==> config.mk <==
export PLATFORM = sky130hd
export DESIGN_NAME = seq_shift_unit
export DESIGN_NICKNAME = d
export VERILOG_FILES = /design/src/rtl/seq_shift_unit.sv
export SDC_FILE = /design/constraint.sdc
export NUM_CORES = 1
export LEC_CHECK = 0
export ABC_CLOCK_PERIOD_IN_PS = 1900
export CAP_MARGIN = 0
export CORE_MARGIN = 3
export CORE_UTILIZATION = 40
export DETAILED_ROUTE_END_ITERATION = 8
export PLACE_DENSITY = 0.83
export SYNTH_ARGS = -nofsm -noshare
export SYNTH_HDL_FRONTEND = slang
export SYNTH_SLANG_ARGS = --single-unit
==> constraint.sdc <==
create_clock -name clk -period 1.9 [get_ports clk]
set_input_delay 0.38 -clock clk [delete_from_list [all_inputs] [get_ports clk]]
set_output_delay 0.38 -clock clk [all_outputs]
set_load 0.01 [all_outputs]
==> src/rtl/seq_shift_unit.sv <==
// Iterative shifter: moves up to STEP bit positions per cycle behind a start/busy/done handshake.
// Define SEQ_SHIFT_ROTATE_EN to honour the rot input (rotate mode).
module seq_shift_unit #(
  parameter int unsigned WIDTH = 32,
  parameter int unsigned STEP  = 1
) (
  input  logic             clk,
  input  logic             rst,
  input  logic             start,
  input  logic [WIDTH-1:0] in,
  input  logic [31:0]      shamt,
  input  logic             dir,
  input  logic             aorl,
  input  logic             rot,
  output logic [WIDTH-1:0] out,
  output logic             busy,
  output logic             done
);
  localparam int unsigned LW = $clog2(WIDTH);
  localparam int unsigned RW = LW + 1;
  localparam logic [WIDTH-1:0] ONES = '1;

  typedef enum logic [1:0] {
    IDLE  = 2'd0,
    SHIFT = 2'd1,
    DONE  = 2'd2
  } state_t;

  state_t           state_q, state_d;
  logic [WIDTH-1:0] out_q, out_d;
  logic [RW-1:0]    rem_q, rem_d;
  logic             dir_q, dir_d;
  logic             aorl_q, aorl_d;
  logic             sign_q, sign_d;
  logic             rot_q, rot_d;
  logic             busy_q, busy_d;
  logic             done_q, done_d;

  logic             rot_in_c;
  logic [RW-1:0]    rem_acc_c;
  logic [RW-1:0]    step_c;
  logic [WIDTH-1:0] fill_c;
  logic [WIDTH-1:0] shifted_c;

`ifdef SEQ_SHIFT_ROTATE_EN
  assign rot_in_c = rot;
`else
  logic rot_unused;
  assign rot_in_c   = 1'b0;
  assign rot_unused = rot;
`endif

  // Remaining distance at acceptance: rotate wraps, plain shifts saturate at WIDTH.
  always_comb begin
    if (rot_in_c) begin
      rem_acc_c = {1'b0, shamt[LW-1:0]};
    end else if (shamt >= 32'(WIDTH)) begin
      rem_acc_c = RW'(WIDTH);
    end else begin
      rem_acc_c = {1'b0, shamt[LW-1:0]};
    end
  end

  // One iteration of the datapath, moving step_c positions.
  always_comb begin
    step_c    = (rem_q > RW'(STEP)) ? RW'(STEP) : rem_q;
    fill_c    = (aorl_q && sign_q) ? ~(ONES >> step_c) : '0;
    shifted_c = out_q << step_c;
    if (rot_q) begin
`ifdef SEQ_SHIFT_ROTATE_EN
      if (dir_q) begin
        shifted_c = (out_q >> step_c) | (out_q << (RW'(WIDTH) - step_c));
      end else begin
        shifted_c = (out_q << step_c) | (out_q >> (RW'(WIDTH) - step_c));
      end
`endif
    end else if (dir_q) begin
      shifted_c = (out_q >> step_c) | fill_c;
    end
  end

  // Next-state and register updates.
  always_comb begin
    state_d = state_q;
    out_d   = out_q;
    rem_d   = rem_q;
    dir_d   = dir_q;
    aorl_d  = aorl_q;
    sign_d  = sign_q;
    rot_d   = rot_q;
    case (state_q)
      IDLE, DONE: begin
        state_d = IDLE;
        if (start) begin
          out_d   = in;
          rem_d   = rem_acc_c;
          dir_d   = dir;
          aorl_d  = aorl;
          sign_d  = in[WIDTH-1];
          rot_d   = rot_in_c;
          state_d = (rem_acc_c == '0) ? DONE : SHIFT;
        end
      end
      SHIFT: begin
        out_d = shifted_c;
        rem_d = rem_q - step_c;
        if (rem_q <= RW'(STEP)) begin
          state_d = DONE;
        end
      end
      default: state_d = IDLE;
    endcase
    busy_d = (state_d == SHIFT);
    done_d = (state_d == DONE);
  end

  always_ff @(posedge clk or posedge rst) begin
    if (rst) begin
      state_q <= IDLE;
      out_q   <= '0;
      rem_q   <= '0;
      dir_q   <= 1'b0;
      aorl_q  <= 1'b0;
      sign_q  <= 1'b0;
      rot_q   <= 1'b0;
      busy_q  <= 1'b0;
      done_q  <= 1'b0;
    end else begin
      state_q <= state_d;
      out_q   <= out_d;
      rem_q   <= rem_d;
      dir_q   <= dir_d;
      aorl_q  <= aorl_d;
      sign_q  <= sign_d;
      rot_q   <= rot_d;
      busy_q  <= busy_d;
      done_q  <= done_d;
    end
  end

  assign out  = out_q;
  assign busy = busy_q;
  assign done = done_q;

endmodule
* Word level (Yosys, flattened, before mapping)
Cells that the tools add are included.
** Word-level totals
- Register bits :: 45
- Input port bits :: 70
- Output and inout bits :: 34
- Logic and storage cells :: 41
** Cells by class
- $add $sub $neg :: 1
- Magnitude comparators :: 3
- Equal/unequal tests :: 5
- Shifts and indexed selects :: 3
- Multiplexer cells :: 12
- Bitwise gates (word level) :: 2
- Reduce and logical (&&, ||, !) cells :: 7
** Operators with widths (number)
- 32-bit 2-to-1 mux :: 3
- 32-bit case mux with 2 select lines :: 1
- 32-bit by 6-bit >= comparator with 1-bit output (second input constant) :: 1
- 32-bit NOT :: 1
- 32-bit bitwise OR :: 1
- 32-bit by 6-bit << shifter with 32-bit output :: 1
- 32-bit by 6-bit right shift with 32-bit output :: 1
- 32-bit by 6-bit right shift with 32-bit output (first input constant) :: 1
- 6-bit 2-to-1 mux :: 3
- 6-bit case mux with 2 select lines :: 1
- 6-bit by 1-bit greater-than comparator with 1-bit output (second input constant) :: 1
- 6-bit by 1-bit <= comparator with 1-bit output (second input constant) :: 1
- 6-bit logical NOT :: 1
- 2-bit 2-to-1 mux :: 3
- 6-bit subtractor :: 1
- 2-bit by 1-bit equality test with 1-bit output (second input constant) :: 2
- 2-bit equality test (second input constant) :: 2
- 2-bit case mux with 2 select lines :: 1
- 2-bit AND reduction :: 2
- 2-bit logical NOT :: 1
- 2-bit inequality test (second input constant) :: 1
- 2-bit nonzero test :: 1
- 2-bit OR reduction :: 1
- 1-bit logical AND :: 1

* Depth between registers and ports, before layout
- Depth after elaboration :: 8
- Mapped depth :: 7
- Depth with buffers taken out :: 7

* Worst setup path before layout
OpenSTA, ideal clock, no wires.
- Kind :: reg-to-reg
- From :: reg rem_q[1]
- To :: reg rem_q[4]
- Setup time :: 126 ps
- Data arrival time :: 1693 ps
- Required time :: 1774 ps
- Setup slack :: 81 ps
- Stages on the path, launching flop included :: 8
- Buffers on the path :: 0
- Period minus slack after synthesis :: 1819 ps
- Cells stage by stage :: dfrtp_1 -> or2_4 -> nor4_4 -> or2_2 -> ha_1 -> nor3_1 -> nor3b_1 -> a221o_1
** Between the ends
- Cells in the longest elaborated chain, start to end :: 4
** Ends and longest elaborated chain
- from (decl) :: RTL line 31 : logic [RW-1:0] rem_q, rem_d;
- from (signal assigned) :: RTL line 131 : rem_q <= rem_d;
- 6-bit by 1-bit greater-than comparator with 1-bit output :: RTL line 66 : step_c = (rem_q > RW'(STEP)) ? RW'(STEP) : rem_q;
- 6-bit 2-to-1 mux :: RTL line 66
- 6-bit subtractor (*) :: RTL line 106 : rem_d = rem_q - step_c;
- 6-bit case mux with 2 select lines (*) :: RTL line 91 : case (state_q)
Every way passes the cells marked *; elsewhere a longest branch is shown, timed or not.
A chain may end at the register's enable or synchronous reset.

* Worst setup path in the final report
Ends and elaborated chain as after synthesis.

==> run_results.csv <==
group,metric,value,unit
timing,max_freq,0.576,GHz
final_layout,diodes,0,
placed_design,port_buffers,102,
critical_path,critPathRequiredTime,2.08,ns
logic_synthesis,ys.flop_type,"dfrtp_1",
clock_tree,cts_tree,"built",
clock_tree,post_cts_buffers,0,
detailed_routing,via_count,2423,
timing,relSlewSlack,64.5,%
timing,period_share,91.4,%
timing,slew_viol_final,0,
final_layout,stdcell_count,442,
clock_tree,htree_num_levels,2,
logic_synthesis,synth_edf_count,0,
logic_synthesis,post_synth.cell_area_avg,10.8,µm²
critical_path,r2r-start,"rem_q[1]$_DFFE_PP0P_",
floorplan,fp.dieArea,7920,µm²
logic_synthesis,synthArstFlopShare,100,%
timing,whs,0.439,ns
global_routing,overflow,0,
power,ir_drop,721,µV
clock_tree,ctsRootBufferMaster,"clkbuf_8",
placed_design,dpl.cell_count,434,
critical_path,crit_arrival,1.91,ns
timing,finalCriticalPeriod,1.74,ns
critical_path,r2r_setup_slack,0.16,ns
clock_tree,clk_latency,0.29,ns
placed_design,gp_congestion,0.890,
timing,setup_ws,0.164,ns
floorplan,die_w,89.0,µm
detailed_routing,postRouteAntennaNets,0,
placed_design,post-place-ws,-0.0774,ns
global_routing,grtUsageTotal,18.4,%
critical_path,r2r_cells,7,
final_layout,area_delta_synth_final,47.0,%
detailed_routing,drt-total-wl,6980,µm
timing,finClkSkew,0.00783,ns
floorplan,rows,29,
logic_synthesis,synth_cell_types,40,
critical_path,end_kind,"flip-flop",
clock_tree,clockBufferDepth,2,
logic_synthesis,synth_warnings,0,
logic_synthesis,ys_ff_latch,45,
critical_path,setup.worst_path.start,"rem_q[1]$_DFFE_PP0P_",
detailed_routing,vias_per_cell,5.48,
final_layout,fillers,520,
timing,worst_pin_slew,0.531,ns
critical_path,setup.worst_path.start_class,"flip-flop",
critical_path,critical_path.max_fanout,4,
clock_tree,cts_made_buffers,5,
detailed_routing,firstDrtPassIters,4,
clock_tree,path_clk_slew,0.08,ns
global_routing,grt_pass1_vias,2469,
timing,setup_viol,0,
final_layout,drive_gt1_share,19.2,%
global_routing,antenna_found_initial,0,
floorplan,io_pins,104,
logic_synthesis,synth_nets,327,
final_layout,fin_nets,435,
logic_synthesis,synth-seq-area-share,40.9,%
timing,finalHoldViolCount,0,
detailed_routing,drc,0,
placed_design,post-dp-hpwl,5090,µm
detailed_routing,routedWlPerCell,15.8,µm
critical_path,rr_endpoint,"rem_q[4]$_DFFE_PP0P_",
logic_synthesis,netlist_area,2760,µm²
critical_path,endpoint,"rem_q[4]$_DFFE_PP0P_",
run,max-cap-violations,0,
clock_tree,clkSinkCount,45,
critical_path,critPathKind,"flip-flop to flip-flop",
min_path,hold_path_class,"input pin to asynchronous set/reset pin",
power,p_leak,0.00176,µW
global_routing,grt_pass1_wl,11600,µm
status,status,"finished clean",
power,power_density,1710,nW/µm²
global_routing,grt_max_degree,46,
logic_synthesis,syn_inst,256,
floorplan,die_h,89.0,µm
timing,grt_setup_unrepaired,"no",
floorplan,initial_core_util,42.4,%
floorplan,core,6490,µm²
detailed_routing,drt_iter0_drc,85,
==> registers in the layout, indices dropped and copies added (netlist names) <==
register	flops
done	1
aorl_q	1
state_q	2
sign_q	1
rem_q	6
dir_q	1
out	32
busy	1
==> cell usage after synthesis, types with 2 or more instances <==
| master | instances | area share, % |
|---|---|---|
| and3_1 | 2 | 0.45 |
| a221oi_2 | 30 | 16 |
| a311o_1 | 2 | 0.73 |
| buf_2 | 8 | 1.5 |
| buf_4 | 4 | 1.1 |
| a21boi_0 | 2 | 0.54 |
| nor2b_1 | 3 | 0.68 |
| nor3_1 | 3 | 0.54 |
| dfrtp_1 | 45 | 41 |
| nor4_1 | 2 | 0.45 |
| nor3_4 | 2 | 1.2 |
| a221o_1 | 4 | 1.5 |
| mux2i_1 | 30 | 11 |
| nand2_1 | 15 | 2.0 |
| o22ai_1 | 2 | 0.45 |
| buf_6 | 3 | 1.2 |
| a22o_1 | 2 | 0.64 |
| nor4_4 | 2 | 1.5 |
| nor2_1 | 35 | 4.8 |
| inv_1 | 33 | 4.5 |
| o21ai_0 | 4 | 0.73 |
| nor4_2 | 4 | 1.8 |
| nand2b_1 | 2 | 0.45 |
==> repair_timing <==
item                       CTS  global route
hold buffers                 0             0
gates resized for setup      0             2
setup endpoints to repair    0             1
==> placed cells by master (no fill, tap or decap), drive strengths merged, types with 4 or more instances in the layout <==
cell type      instances
mux2i                 30
nand2                 16
nor4                   8
clkdlybuf4s50        102
o21ai                  5
nor2                  35
clkbuf                 8
a221o                  4
buf                   15
a221oi                30
dfrtp                 45
nor3                   6
inv                   33
==> per-layer routing <==
metal / global-route usage (%) / wire, µm
met1: 22.6 / 2970
met2: 32.3 / 3490
met3: 4.88 / 458
met4: 4.33 / 68
met5: 0 / 0
==> logic make-up (layout without fill, tap and decap cells) <==
| family | count (synthesis) | in the layout | share of synthesized area, % |
|---|---|---|---|
| AOI/OAI and AO/OA | 52 | 52 | 22.6 |
| adders and majority gates | 1 | 1 | 0.454 |
| buffers and inverters | 49 | 158 | 8.40 |
| DFF | 45 | 45 | 40.9 |
| muxes | 30 | 30 | 10.9 |
| and+or+nand+nor | 79 | 79 | 16.8 |
==> worst min path at each step <==
stage	start	endpoint	slack, ns	cells past startpoint
after floorplan	sign_q$_DFFE_PP0P_	sign_q$_DFFE_PP0P_	0.45	2
after global placement	sign_q$_DFFE_PP0P_	sign_q$_DFFE_PP0P_	0.46	2
after detailed placement	sign_q$_DFFE_PP0P_	sign_q$_DFFE_PP0P_	0.47	2
after CTS	rst	out[14]$_DFFE_PP0P_	0.45	3
after global routing	rst	out[14]$_DFFE_PP0P_	0.46	3
final	rst	out[14]$_DFFE_PP0P_	0.44	3
==> critical path, stage by stage, from the launching register on <==
cell and delay, ns:
dfrtp_1 0.36, or2_4 0.16, nor4_4 0.04, or2_2 0.29, ha_1 0.22, nor3_2 0.17, o21ai_0 0.10, a221o_1 0.29
==> metrics by stage <==
step,util [%],setup TNS (ns),power (µW),cell area (µm²)
floorplan,-,0,4750,2760
global placement,61.0,-0.137,6230,3960
detailed placement,61.0,-0.333,6360,3960
CTS,62.2,0,6960,4040
global route,62.3,0,7430,4050
finish,62.3,0,6930,4050
==> cell type report <==
class | instances | area (µm²) | share of cell area [%]
inverters | 33 | 124 | 3.06
flip-flops and latches | 45 | 1130 | 27.9
multi-input cells | 162 | 1420 | 35.2
clock buffers | 8 | 80.1 | 1.98
well taps | 77 | 96.3 | 2.38
repair buffers | 117 | 1200 | 29.5
==> power breakdown <==
| group | switching [µW] | internal [µW] |
|---|---|---|
| sequential | 519 | 1460 |
| combinational | 2100 | 2280 |
| clock | 308 | 262 |
No activity file was read; power rests on OpenSTA's default activity.
